$ cat config.mk
export PLATFORM = sky130hd
export DESIGN_NAME = pipelined_csa_adder
export DESIGN_NICKNAME = d
export VERILOG_FILES = /design/src/rtl/pipelined_csa_adder.sv
export SDC_FILE = /design/constraint.sdc
export NUM_CORES = 1
export LEC_CHECK = 0
export ABC_AREA = 1
export BUFFER_PORTS_ARGS = -buffer_cell sky130_fd_sc_hd__buf_2
export CELL_PAD_IN_SITES_DETAIL_PLACEMENT = 1
export CELL_PAD_IN_SITES_GLOBAL_PLACEMENT = 2
export CORE_ASPECT_RATIO = 1.4
export CORE_MARGIN = 3
export CORE_UTILIZATION = 30
export DETAILED_ROUTE_END_ITERATION = 10
export GPL_TIMING_DRIVEN = 0
export PLACE_DENSITY_LB_ADDON = 0.15
export SKIP_LAST_GASP = 1
export SLEW_MARGIN = 20
export SYNTH_ARGS = -nofsm -noshare
export SYNTH_HDL_FRONTEND = slang
export SYNTH_SLANG_ARGS = --single-unit
$ cat constraint.sdc
create_clock -name clock -period 8.2 [get_ports clock]
set_input_delay 1.64 -clock clock [delete_from_list [all_inputs] [get_ports clock]]
set_output_delay 1.64 -clock clock [all_outputs]
set_load 0.05 [all_outputs]
$ cat src/rtl/pipelined_csa_adder.sv
// Carry-select adder/subtractor with valid/ready handshakes on both sides.
// Operands are cut into SEG-bit segments: segment 0 ripples with the true
// carry-in, every higher segment precomputes both carry-in results and the
// incoming carry picks one. With SPLIT > 0 a register cut sits at segment
// boundary SPLIT, so the carry out of segment SPLIT-1 is registered and the
// upper segments are resolved one cycle later.

// One carry-select segment: both candidate sums and carry-outs.
module csa_seg #(
  parameter int SEG = 8
) (
  input  logic [SEG-1:0] a,
  input  logic [SEG-1:0] b,
  output logic [SEG-1:0] s0,
  output logic [SEG-1:0] s1,
  output logic           c0,
  output logic           c1
);
  assign {c0, s0} = {1'b0, a} + {1'b0, b};
  assign {c1, s1} = {1'b0, a} + {1'b0, b} + {{SEG{1'b0}}, 1'b1};
endmodule

module pipelined_csa_adder #(
  parameter int WIDTH = 32,
  parameter int SEG   = 8,
  parameter int SPLIT = 0
) (
  input  logic             clock,
  input  logic             reset,
  input  logic             in_valid,
  output logic             in_ready,
  input  logic [1:0]       op,
  input  logic [WIDTH-1:0] a,
  input  logic [WIDTH-1:0] b,
  input  logic             cin,
  output logic             out_valid,
  input  logic             out_ready,
  output logic [WIDTH-1:0] s,
  output logic             co,
  output logic             overflow,
  output logic             zero
);
  localparam int NSEG   = WIDTH / SEG;
  localparam int STAGES = (SPLIT == 0) ? 1 : 2;

  typedef struct packed {
    logic [WIDTH-1:0] s;
    logic             co;
    logic             overflow;
    logic             zero;
  } res_t;

  if ((WIDTH % SEG) != 0 || NSEG < 2 || SPLIT < 0 || SPLIT >= NSEG) begin : g_bad_params
    $error("pipelined_csa_adder: illegal WIDTH/SEG/SPLIT combination");
  end

  // ---------------------------------------------------------------------
  // Operand prep: subtraction is a + ~b + 1, borrow-in inverts the carry.
  // ---------------------------------------------------------------------
  logic [WIDTH-1:0] b_eff;
  logic             c_first;

  assign b_eff = op[0] ? ~b : b;

  // Carry into segment 0 from the opcode and cin
  always_comb begin
    c_first = 1'b0;
    unique case (op)
      2'b00: c_first = 1'b0;
      2'b01: c_first = 1'b1;
      2'b10: c_first = cin;
      2'b11: c_first = ~cin;
      default: c_first = 1'b0;
    endcase
  end

  // ---------------------------------------------------------------------
  // Handshake: each stage loads when empty or when its content leaves.
  // ---------------------------------------------------------------------
  logic [STAGES:1] vld_pipe;
  logic            ld_first;
  logic            ld_last;
  logic            in_fire;
  logic            fin_fire;

  assign ld_last   = !vld_pipe[STAGES] || out_ready;
  assign in_ready  = ld_first && !reset;
  assign in_fire   = in_valid && in_ready;
  assign out_valid = vld_pipe[STAGES];

  if (STAGES == 1) begin : g_vld1
    assign ld_first = ld_last;
    assign fin_fire = in_fire;

    // Single result stage follows the input handshake directly
    always_ff @(posedge clock) begin
      if (reset)        vld_pipe <= '0;
      else if (ld_last) vld_pipe[1] <= in_valid;
    end
  end else begin : g_vld2
    assign ld_first = !vld_pipe[1] || ld_last;
    assign fin_fire = vld_pipe[1] && ld_last;

    // Stage A fills from the input, stage B from stage A
    always_ff @(posedge clock) begin
      if (reset) begin
        vld_pipe <= '0;
      end else begin
        if (ld_first) vld_pipe[1]      <= in_valid;
        if (ld_last)  vld_pipe[STAGES] <= vld_pipe[1];
      end
    end
  end

  // ---------------------------------------------------------------------
  // Segment array. seg_a/seg_b are the operands as seen by the stage that
  // resolves the segment; seg_f is the sum as seen by the result register.
  // ---------------------------------------------------------------------
  logic [NSEG-1:0][SEG-1:0] seg_a;
  logic [NSEG-1:0][SEG-1:0] seg_b;
  logic [NSEG-1:0][SEG-1:0] seg_r;
  logic [NSEG-1:0][SEG-1:0] seg_f;

  for (genvar k = 0; k < NSEG; k++) begin : g_seg
    logic ci;
    logic co;

    if (SPLIT > 0 && k >= SPLIT) begin : g_opnd_q
      logic [SEG-1:0] a_q;
      logic [SEG-1:0] b_q;

      // Upper operands wait in stage A until the cut carry is known
      always_ff @(posedge clock) begin
        if (in_fire) begin
          a_q <= a[k*SEG +: SEG];
          b_q <= b_eff[k*SEG +: SEG];
        end
      end

      assign seg_a[k] = a_q;
      assign seg_b[k] = b_q;
    end else begin : g_opnd
      assign seg_a[k] = a[k*SEG +: SEG];
      assign seg_b[k] = b_eff[k*SEG +: SEG];
    end

    if (k == 0) begin : g_ci_first
      assign ci = c_first;
    end else if (k == SPLIT) begin : g_ci_cut
      logic carry_q;

      // Carry crossing the pipeline cut
      always_ff @(posedge clock) begin
        if (in_fire) carry_q <= g_seg[k-1].co;
      end

      assign ci = carry_q;
    end else begin : g_ci_chain
      assign ci = g_seg[k-1].co;
    end

    if (k == 0) begin : g_ripple
      assign {co, seg_r[k]} = {1'b0, seg_a[k]} + {1'b0, seg_b[k]} + {{SEG{1'b0}}, ci};
    end else begin : g_select
      logic [SEG-1:0] s0;
      logic [SEG-1:0] s1;
      logic           c0;
      logic           c1;

      csa_seg #(.SEG(SEG)) u_seg (
        .a  (seg_a[k]),
        .b  (seg_b[k]),
        .s0 (s0),
        .s1 (s1),
        .c0 (c0),
        .c1 (c1)
      );

      assign seg_r[k] = ci ? s1 : s0;
      assign co       = ci ? c1 : c0;
    end

    if (k < SPLIT) begin : g_sum_q
      logic [SEG-1:0] sum_q;

      // Low sum bits resolved in stage A
      always_ff @(posedge clock) begin
        if (in_fire) sum_q <= seg_r[k];
      end

      assign seg_f[k] = sum_q;
    end else begin : g_sum
      assign seg_f[k] = seg_r[k];
    end
  end

  // ---------------------------------------------------------------------
  // Flags and result register
  // ---------------------------------------------------------------------
  res_t res_d;
  res_t res_q;
  logic carry_msb;

  // Carry into the MSB recovered from the MSB sum and operand bits
  always_comb begin
    res_d          = '0;
    res_d.s        = seg_f;
    res_d.co       = g_seg[NSEG-1].co;
    carry_msb      = res_d.s[WIDTH-1] ^ seg_a[NSEG-1][SEG-1] ^ seg_b[NSEG-1][SEG-1];
    res_d.overflow = carry_msb ^ res_d.co;
    res_d.zero     = ~|res_d.s;
  end

  // Result loads only when a beat enters the last stage, so it holds otherwise
  always_ff @(posedge clock) begin
    if (reset)         res_q <= '0;
    else if (fin_fire) res_q <= res_d;
  end

  assign s        = res_q.s;
  assign co       = res_q.co;
  assign overflow = res_q.overflow;
  assign zero     = res_q.zero;

endmodule

==> flow_metrics.py, run 1 <==
metrics = {
    "setup_path": {
        "timing.rr.start": "out_valid$_SDFFE_PP0N_",
        "crit_end": "overflow$_SDFFE_PP0P_",
        "r2r_setup_slack_ps": 6540,
        "reg2reg_depth": 9,
        "r2r_end": "s[10]$_SDFFE_PP0P_",
        "crit_type": "in -> reg",
        "endpoint_kind": "flip-flop",
        "worstSetupStartpoint": "op[0]",
        "arrival_ps": 5820,
        "critPathRequiredTime_ps": 8350,
        "path_max_fanout": 10,
        "start_kind": "primary input",
    },
    "yosys": {
        "syn_nets": 719,
        "syn-cell-area_um2": 4030,
        "synthCells": 607,
        "yosys_warnings": 0,
        "synth-seq-cells": 36,
        "ys_types": 39,
        "synth_seq_area_share_pct": 17.9,
        "syn_avg_cell_area_um2": 6.64,
    },
    "final_layout": {
        "fin_cells": 897,
        "diodes": 0,
        "syn_to_final_growth_pct": 21.9,
        "fin_util_pct": 37.8,
        "fillCellCount": 1766,
        "seq_area_um2": 721,
        "final_nets": 831,
        "multiInputGateArea_um2": 2940,
        "drive_gt1_share_pct": 21.7,
    },
    "global_routing": {
        "grt_pass1_vias": 4453,
        "track_usage_pct": 16.6,
        "grt_max_degree": 11,
        "grt.overflow.total": 0,
        "grt_first_pass_wirelength_mm": 20.5,
        "antenna_found_initial": 0,
    },
    "clock_tree": {
        "clock-sinks": 36,
        "clock_path_buffers": 2,
        "clkSlewWorstSetupHoldPaths_ps": 50,
        "clock_latency_ps": 280,
        "cts_tree": "built",
        "holdBufCountCts": 0,
        "cts_htree_levels": 2,
        "cts_resized": 0,
        "post_cts_buffers": 0,
        "cts-root-buf": "clkbuf_16",
        "cts_buffers": 5,
    },
    "routing": {
        "drcViolationCount": 0,
        "drt_pre_antenna_iters": 4,
        "drt-total-wl_mm": 12.4,
        "postRouteAntennaNets": 0,
        "vias_per_cell": 4.67,
        "drtIter0Drc": 99,
        "vias": 4188,
        "wl_per_cell_um": 13.8,
    },
    "flow_run": {
        "cap_violations": 0,
    },
    "place": {
        "dp_cells": 890,
        "port_buffers": 105,
        "globalplace.congestion": 0.808,
        "dp_hpwl_mm": 10.7,
        "pre_cts_ws_ps": 2140,
    },
    "floorplan": {
        "core-area_um2": 13000,
        "dieArea_um2": 14900,
        "placementRows": 49,
        "fp.dieW_um": 104,
        "io_pins": 108,
        "chipHeight_um": 143,
        "start_util_pct": 31.0,
    },
    "sta": {
        "max_freq_ghz": 0.176,
        "setup_viol": 0,
        "worst_slew_pin_slew_ps": 1090,
        "slew_headroom_pct": 27.5,
        "rsz0062_at_grt": "no",
        "hold_viol": 0,
        "layout_min_cycle_time_ps": 5670,
        "clock_skew_ps": 2.22,
        "timing.final.ws_setup_ps": 2530,
        "fin_crit_sh_pct": 69.1,
        "fin_tns_setup_ps": 0,
        "maxSlewViolCount": 0,
    },
    "power": {
        "total_power_mw": 0.924,
        "peakVddDrop_mv": 0.0612,
        "power-per-cell-area_nw_per_um2": 188,
        "power.leakage_nw": 2.58,
    },
    "run_status": {
        "run_status": "finished, final reports clean",
    },
    "worst_hold_path": {
        "hp-class": "reg -> reg",
    },
}
==> power breakdown <==
group / total [mW] / internal [mW] / switching (mW)
registers: 0.204 / 0.194 / 0.0104
clock network: 0.179 / 0.110 / 0.0691
logic: 0.540 / 0.179 / 0.361
==> placed cells by master, fill, tap and decap left out, drive strengths merged <==
master and n:
a21oi 45, nand3b 13, nor4 1, inv 78, nor3 2, xnor2 11, o21a 1, a21o 1
a21boi 1, fa 5, o21ai 16, o21bai 1, dfxtp 36, nor2 35, xor2 52, clkbuf 19
nor3b 1, clkinv 1, nor4b 1, nand2 195, a31oi 2, nand3 41, ha 36, buf 108
or2 1, nand4 16
==> registers in the layout, summed over array words and instances, names as in the netlist <==
name,flops
out_valid,1
co,1
s,32
overflow,1
zero,1
==> routing by layer <==
metal | global-route usage, % | routed length [um] | up-vias
met5 | 0 | 0 | -
met4 | 5.04 | 225 | 0
met3 | 2.40 | 464 | 11
met2 | 33.6 | 6790 | 76
met1 | 17.6 | 4950 | 1949
li1 | - | - | 2152
==> worst max-delay path: stages <==
cell,delay (ps)
clkbuf_1,410
clkbuf_1,860
xnor2_1,220
fa_1,440
inv_1,100
fa_1,220
nand3_1,100
nand2_2,110
nand2_2,70
nand2_4,110
nand3_1,110
nor2_2,140
nand3_2,160
nand2_4,190
nand2_8,110
nand2_8,110
nand2_2,60
nand2_2,90
xor2_1,180
xor2_1,270
a21boi_1,90
==> cells in the mapped netlist, drive strengths merged <==
library cell / count / area (um2)
nand2: 195 / 835
inv: 78 / 293
xor2: 52 / 463
a21oi: 45 / 225
nand3: 41 / 233
dfxtp: 36 / 721
ha: 36 / 450
nor2: 35 / 159
nand4: 16 / 100
o21ai: 16 / 80.1
clkbuf: 13 / 48.8
nand3b: 13 / 105
xnor2: 11 / 104
fa: 5 / 100
buf: 3 / 26.3
a31oi: 2 / 12.5
nor3: 2 / 15.0
a21boi: 1 / 7.51
a21o: 1 / 7.51
nor3b: 1 / 7.51
nor4: 1 / 6.26
nor4b: 1 / 8.76
o21a: 1 / 7.51
o21bai: 1 / 7.51
or2: 1 / 6.26
==> cell type report <==
type                       instances  share of cell area [%]
buffer                            16                    1.53
clock inverter                     1                   0.102
tap                              178                    4.54
clock buffer                       6                    2.62
multi-input combinational        477                    59.9
sequential                        36                    14.7
inverter                          78                    5.96
timing repair buffer             105                    10.7
==> stage by stage <==
| step | hold slack, ps | area [um2] |
|---|---|---|
| after global placement | 451 | 4780 |
| after global routing | 484 | 4910 |
| after floorplan | 690 | 4030 |
| final | 463 | 4910 |
| after CTS | 464 | 4910 |
| after detailed placement | 456 | 4780 |
==> logic make-up (layout without fill, tap and decap cells) <==
family                   Yosys count  in the layout  synth area share [%]
AND/OR/NAND/NOR                  306            306                  36.6
buffers and inverters             94            206                  9.13
AO/OA/AOI/OAI                     67             67                  8.63
XOR/XNOR                          63             63                  14.1
adder cells (fa/ha/maj)           41             41                  13.7
flip-flops                        36             36                  17.9
==> worst min-delay path by stage <==
| stage | depth (start not counted) | slack (ps) | end | start |
|---|---|---|---|---|
| detailed placement | 2 | 460 | s[27]$_SDFFE_PP0P_ | s[27]$_SDFFE_PP0P_ |
| global route | 2 | 480 | s[10]$_SDFFE_PP0P_ | s[10]$_SDFFE_PP0P_ |
| global placement | 2 | 450 | s[22]$_SDFFE_PP0P_ | s[22]$_SDFFE_PP0P_ |
| finish | 2 | 460 | s[27]$_SDFFE_PP0P_ | s[27]$_SDFFE_PP0P_ |
| CTS | 2 | 460 | s[27]$_SDFFE_PP0P_ | s[27]$_SDFFE_PP0P_ |
| floorplan | 2 | 690 | s[16]$_SDFFE_PP0P_ | s[16]$_SDFFE_PP0P_ |
(Power assumes the default switching activity.)
==> run 2, diff against run 1 <==
CORE_UTILIZATION = 26   (was 30)
clock period = 4.8 ns   (was 8.2 ns; I/O delays follow)
==> flow_metrics.py, run 2 (same netlist as run 1, synthesis figures left out) <==
metrics = {
    "run_status": {
        "run_status": "finished, final reports clean",
    },
    "flow_run": {
        "cap_violations": 0,
    },
    "sta": {
        "max_freq_ghz": 0.229,
        "slew_headroom_pct": 67.1,
        "hold_slack_ps": 466,
        "layout_min_cycle_time_ps": 4360,
        "hold_viol": 0,
        "worst_slew_pin_slew_ps": 493,
        "rsz0062_at_grt": "no",
        "setup_viol": 0,
        "maxSlewViolCount": 0,
        "fin_crit_sh_pct": 90.9,
        "fin_tns_setup_ps": 0,
        "clock_skew_ps": 4.78,
    },
    "clock_tree": {
        "cts_tree": "built",
        "clock_path_buffers": 2,
        "cts_htree_levels": 2,
        "clock-sinks": 36,
        "holdBufCountCts": 0,
        "post_cts_buffers": 0,
        "cts_buffers": 5,
        "clkSlewWorstSetupHoldPaths_ps": 60,
        "clock_latency_ps": 280,
        "cts-root-buf": "clkbuf_16",
        "cts_resized": 2,
    },
    "worst_hold_path": {
        "hp-class": "reg -> reg",
        "min_from": "s[8]$_SDFFE_PP0P_",
        "hold_path_depth": 2,
        "min_to": "s[8]$_SDFFE_PP0P_",
    },
    "setup_path": {
        "slowest_delay_ps": 450,
        "crit_type": "in -> reg",
        "start_kind": "primary input",
        "path_max_fanout": 10,
        "r2r_end": "s[2]$_SDFFE_PP0P_",
        "cpMostUsedCell": "nand2_2",
        "endpoint_kind": "flip-flop",
        "path_cells": "clkbuf_1, clkbuf_4, xor2_1, ha_1, inv_1, fa_1, inv_1, ha_1, nand2_1, nor2_2, nand2_2, nor2_4, nand3_1, nand2_2, nand2_8, nand2_8, nand2_2, nand2_2, xor2_1, xor2_1, a21boi_1",
        "critPathRequiredTime_ps": 4960,
        "reg2reg_depth": 9,
        "r2r_setup_slack_ps": 3080,
        "crit_slowest_cell": "fa_1",
        "arrival_ps": 4520,
        "timing.rr.start": "out_valid$_SDFFE_PP0N_",
    },
    "final_layout": {
        "largest_reg_flops": 32,
        "final_common_cell": "nand2_1",
        "drive_gt1_share_pct": 22.2,
        "fin_cells": 912,
        "diodes": 0,
        "final_nets": 831,
        "layout_common_cells": "171 x nand2_1, 105 x buf_2, 76 x inv_1, 51 x xor2_1, 45 x a21oi_1",
        "syn_to_final_growth_pct": 23.0,
        "fillCellCount": 1986,
    },
    "place": {
        "dp_hpwl_mm": 10.6,
        "globalplace.congestion": 0.747,
        "dp_cells": 904,
        "port_buffers": 105,
    },
    "power": {
        "clkPwrFrac_pct": 20.9,
        "p_int_mw": 0.844,
        "p_sw_mw": 0.750,
        "swShare_pct": 47.1,
        "power-per-cell-area_nw_per_um2": 322,
        "peakVddDrop_mv": 0.127,
        "total_power_mw": 1.59,
        "combinationalPowerShare_pct": 57.2,
        "seqPwrFrac_pct": 21.9,
        "power.leakage_nw": 2.59,
    },
    "routing": {
        "drtIter0Drc": 103,
        "drcViolationCount": 0,
        "drt-total-wl_mm": 12.3,
        "postRouteAntennaNets": 0,
        "wl_per_cell_um": 13.5,
        "vias": 4117,
        "drt_pre_antenna_iters": 4,
        "vias_per_cell": 4.51,
    },
    "global_routing": {
        "grt_max_degree": 12,
        "antenna_found_initial": 0,
        "grt_pass1_vias": 4315,
        "grt_first_pass_wirelength_mm": 20.5,
        "grt.overflow.total": 0,
        "track_usage_pct": 14.6,
    },
    "floorplan": {
        "chipHeight_um": 153,
        "fp.dieW_um": 111,
        "placementRows": 53,
        "io_pins": 108,
        "core-area_um2": 15100,
        "dieArea_um2": 17000,
        "start_util_pct": 26.6,
    },
}
-- run 2: worst max path at each step --
stage / from / to / depth (start not counted)
after floorplan: op[0] / overflow$_SDFFE_PP0P_ / 21
after global placement: op[0] / overflow$_SDFFE_PP0P_ / 21
after detailed placement: op[0] / overflow$_SDFFE_PP0P_ / 21
after CTS: op[0] / overflow$_SDFFE_PP0P_ / 15
after global routing: op[0] / overflow$_SDFFE_PP0P_ / 22
final: op[0] / overflow$_SDFFE_PP0P_ / 21
-- run 2: worst max-delay path, delay by kind of cell --
| family | cells | cell delay, ps |
|---|---|---|
| xor+xnor | 3 | 630 |
| compound gates | 1 | 90 |
| fa+ha+maj | 3 | 910 |
| simple gates | 10 | 950 |
| buf+inv | 4 | 970 |
-- run 2: final cells by class --
type / instances / area (um2) / area share [%]
plain buffers: 16 / 83.8 / 1.69
well taps: 192 / 240 / 4.85
multi-input cells: 477 / 2940 / 59.4
repair buffers: 105 / 526 / 10.6
flip-flops and latches: 36 / 721 / 14.5
clock inverters: 1 / 7.51 / 0.152
inverters: 78 / 293 / 5.91
clock buffers: 7 / 143 / 2.88
-- run 2: metrics by stage --
stage | instance area, um2 | setup slack (ps) | util [%]
after floorplan | 4030 | 674 | -
after detailed placement | 4790 | -568 | 31.7
after global placement | 4790 | -493 | 31.7
after global routing | 4950 | 19.4 | 32.8
final | 4950 | 437 | 32.8
after CTS | 4950 | 95.8 | 32.7
-- run 2: power groups by stage --
stage / Combinational, mW / Clock [mW] / Sequential (mW)
CTS: 0.933 / 0.343 / 0.350
global placement: 0.913 / 0 / 0.355
finish: 0.912 / 0.333 / 0.349
floorplan: 0.592 / 0 / 0.463
global route: 1.04 / 0.352 / 0.353
detailed placement: 0.928 / 0 / 0.357
-- run 2: routing by layer --
layer / GRT usage [%] / routed length (um) / vias up
li1: - / - / 2156
met1: 16.0 / 4920 / 1891
met2: 28.7 / 6780 / 62
met3: 2.10 / 474 / 8
met4: 3.65 / 137 / 0
met5: 0 / 0 / -
==> run 3, diff against run 2 <==
clock period = 3.6 ns   (was 4.8 ns; I/O delays follow)
==> flow_metrics.py, run 3 (same netlist as run 1, synthesis figures left out) <==
metrics = {
    "global_routing": {
        "antenna_found_initial": 0,
        "grt_pass1_vias": 4496,
        "grt.overflow.total": 0,
        "grt_first_pass_wirelength_mm": 21.1,
        "grt_max_degree": 12,
        "track_usage_pct": 14.9,
    },
    "sta": {
        "rsz0062_at_grt": "yes",
        "hold_viol": 0,
        "maxSlewViolCount": 0,
        "clock_skew_ps": 3.62,
        "layout_min_cycle_time_ps": 3450,
        "worst_slew_pin_slew_ps": 475,
        "slew_headroom_pct": 68.3,
        "fin_crit_sh_pct": 95.9,
        "setup_viol": 0,
        "max_freq_ghz": 0.290,
    },
    "place": {
        "dp_hpwl_mm": 10.8,
        "dp_cells": 904,
        "port_buffers": 105,
        "globalplace.congestion": 0.758,
        "placed_area_um2": 4820,
    },
    "setup_path": {
        "path_max_fanout": 8,
        "path_buf_inv": 4,
        "path_cells": "buf_12, clkbuf_16, xnor2_4, inv_2, fa_2, inv_2, fa_2, nand3_2, nand2_2, nand2_2, nand2_4, nand2_4, nor2_4, nand3_2, nand2_4, nand3_4, nand2_8, nand2_2, nand2_4, xor2_2, xor2_2, a21boi_1",
        "crit_type": "in -> reg",
        "endpoint_kind": "flip-flop",
        "crit_slowest_cell": "fa_2",
        "r2r_setup_slack_ps": 1870,
        "start_kind": "primary input",
        "critPathTopFamily": "simple AND/OR/NAND/NOR gates",
        "cpMostUsedCell": "nand2_4",
        "timing.rr.start": "out_valid$_SDFFE_PP0N_",
        "critPathRequiredTime_ps": 3750,
        "reg2reg_depth": 9,
        "r2r_end": "s[1]$_SDFFE_PP0P_",
        "arrival_ps": 3600,
        "slowest_delay_ps": 380,
    },
    "routing": {
        "postRouteAntennaNets": 0,
        "drt-total-wl_mm": 13.2,
        "vias": 4302,
        "drtIter0Drc": 106,
        "drt_pre_antenna_iters": 4,
        "drcViolationCount": 0,
        "vias_per_cell": 4.58,
        "wl_per_cell_um": 14.1,
    },
    "final_layout": {
        "diodes": 0,
        "seq_area_um2": 721,
        "largest_reg_flops": 32,
        "layout_common_cells": "161 x nand2_1, 105 x buf_2, 71 x inv_1, 46 x xor2_1, 44 x a21oi_1",
        "fin_cells": 940,
        "final_common_cell": "nand2_1",
        "fillCellCount": 1971,
        "final_nets": 859,
        "multiInputGateArea_um2": 3170,
        "stdcell_area_um2": 5440,
        "drive_gt1_share_pct": 30.3,
        "syn_to_final_growth_pct": 34.9,
    },
    "floorplan": {
        "dieArea_um2": 17000,
        "fp.dieW_um": 111,
        "start_util_pct": 26.6,
        "placementRows": 53,
        "io_pins": 108,
        "chipHeight_um": 153,
        "core-area_um2": 15100,
    },
    "clock_tree": {
        "cts_buffers": 5,
        "cts_tree": "built",
        "clock-sinks": 36,
        "clkSlewWorstSetupHoldPaths_ps": 60,
        "clock_path_buffers": 2,
        "cts_htree_levels": 2,
        "cts-root-buf": "clkbuf_16",
        "clock_latency_ps": 280,
    },
    "run_status": {
        "run_status": "finished, final reports clean",
    },
    "worst_hold_path": {
        "min_to": "s[10]$_SDFFE_PP0P_",
        "hold_path_depth": 2,
        "min_from": "s[10]$_SDFFE_PP0P_",
        "hp-class": "reg -> reg",
    },
    "power": {
        "power.leakage_nw": 2.78,
        "power-per-cell-area_nw_per_um2": 425,
        "peakVddDrop_mv": 0.189,
    },
    "flow_run": {
        "cap_violations": 0,
    },
}
-- run 3: repair_timing --
action / 4_1_cts / 5_1_grt
gates resized for setup: 15 / 51
cloned: 1 / 1
pin swaps: 8 / 34
endpoints found under the setup margin: 19 / 5
buffers inserted: 13 / 13
hold buffers: 0 / 0
-- run 3: power by group --
| group | switching (mW) | internal, mW | total [mW] |
|---|---|---|---|
| logic | 0.902 | 0.513 | 1.42 |
| clock network | 0.169 | 0.258 | 0.428 |
| registers | 0.0253 | 0.442 | 0.467 |
| total | 1.10 | 1.21 | 2.31 |
-- run 3: final cells by class --
class,count,area share [%]
inverter,78,5.39
multi-input combinational,479,58.3
tap,192,4.42
sequential,36,13.3
timing repair buffer,131,13.5
clock buffer,7,2.44
buffer,16,2.53
clock inverter,1,0.161
-- run 3: metrics by stage --
stage	utilization, %	TNS (ps)	setup WS (ps)	hold slack [ps]	total power, mW
2_1_floorplan	-	0	75.8	690	1.41
3_3_place_gp	31.9	-9740	-940	452	1.69
3_5_place_dp	31.9	-10800	-985	457	1.72
4_1_cts	33.8	0	6.69	466	2.20
5_1_grt	35.9	-159	-117	476	2.51
6_report	35.9	0	147	464	2.31
-- run 3: layer usage --
layer  wire [um]  share of wire (%)  GRT usage [%]
met5           0                  0              0
met2        7580                 57           30.2
met4         108               0.82           3.30
met1        5120                 39           16.1
met3         415                3.1           1.94
-- run 3: how the worst max path moves through the flow --
stage | start | endpoint | slack, ps | cells after the start
after floorplan | op[0] | overflow$_SDFFE_PP0P_ | 80 | 21
after global placement | op[0] | overflow$_SDFFE_PP0P_ | -940 | 14
after detailed placement | op[0] | overflow$_SDFFE_PP0P_ | -990 | 14
after CTS | op[0] | overflow$_SDFFE_PP0P_ | 7 | 21
after global routing | op[0] | zero$_SDFFE_PP0P_ | -120 | 23
final | op[0] | overflow$_SDFFE_PP0P_ | 150 | 22
-- run 3: worst min-delay path: stages (launching register included) --
cell	delay, ps
dfxtp_1	310
nand2_1	60
a21oi_1	50
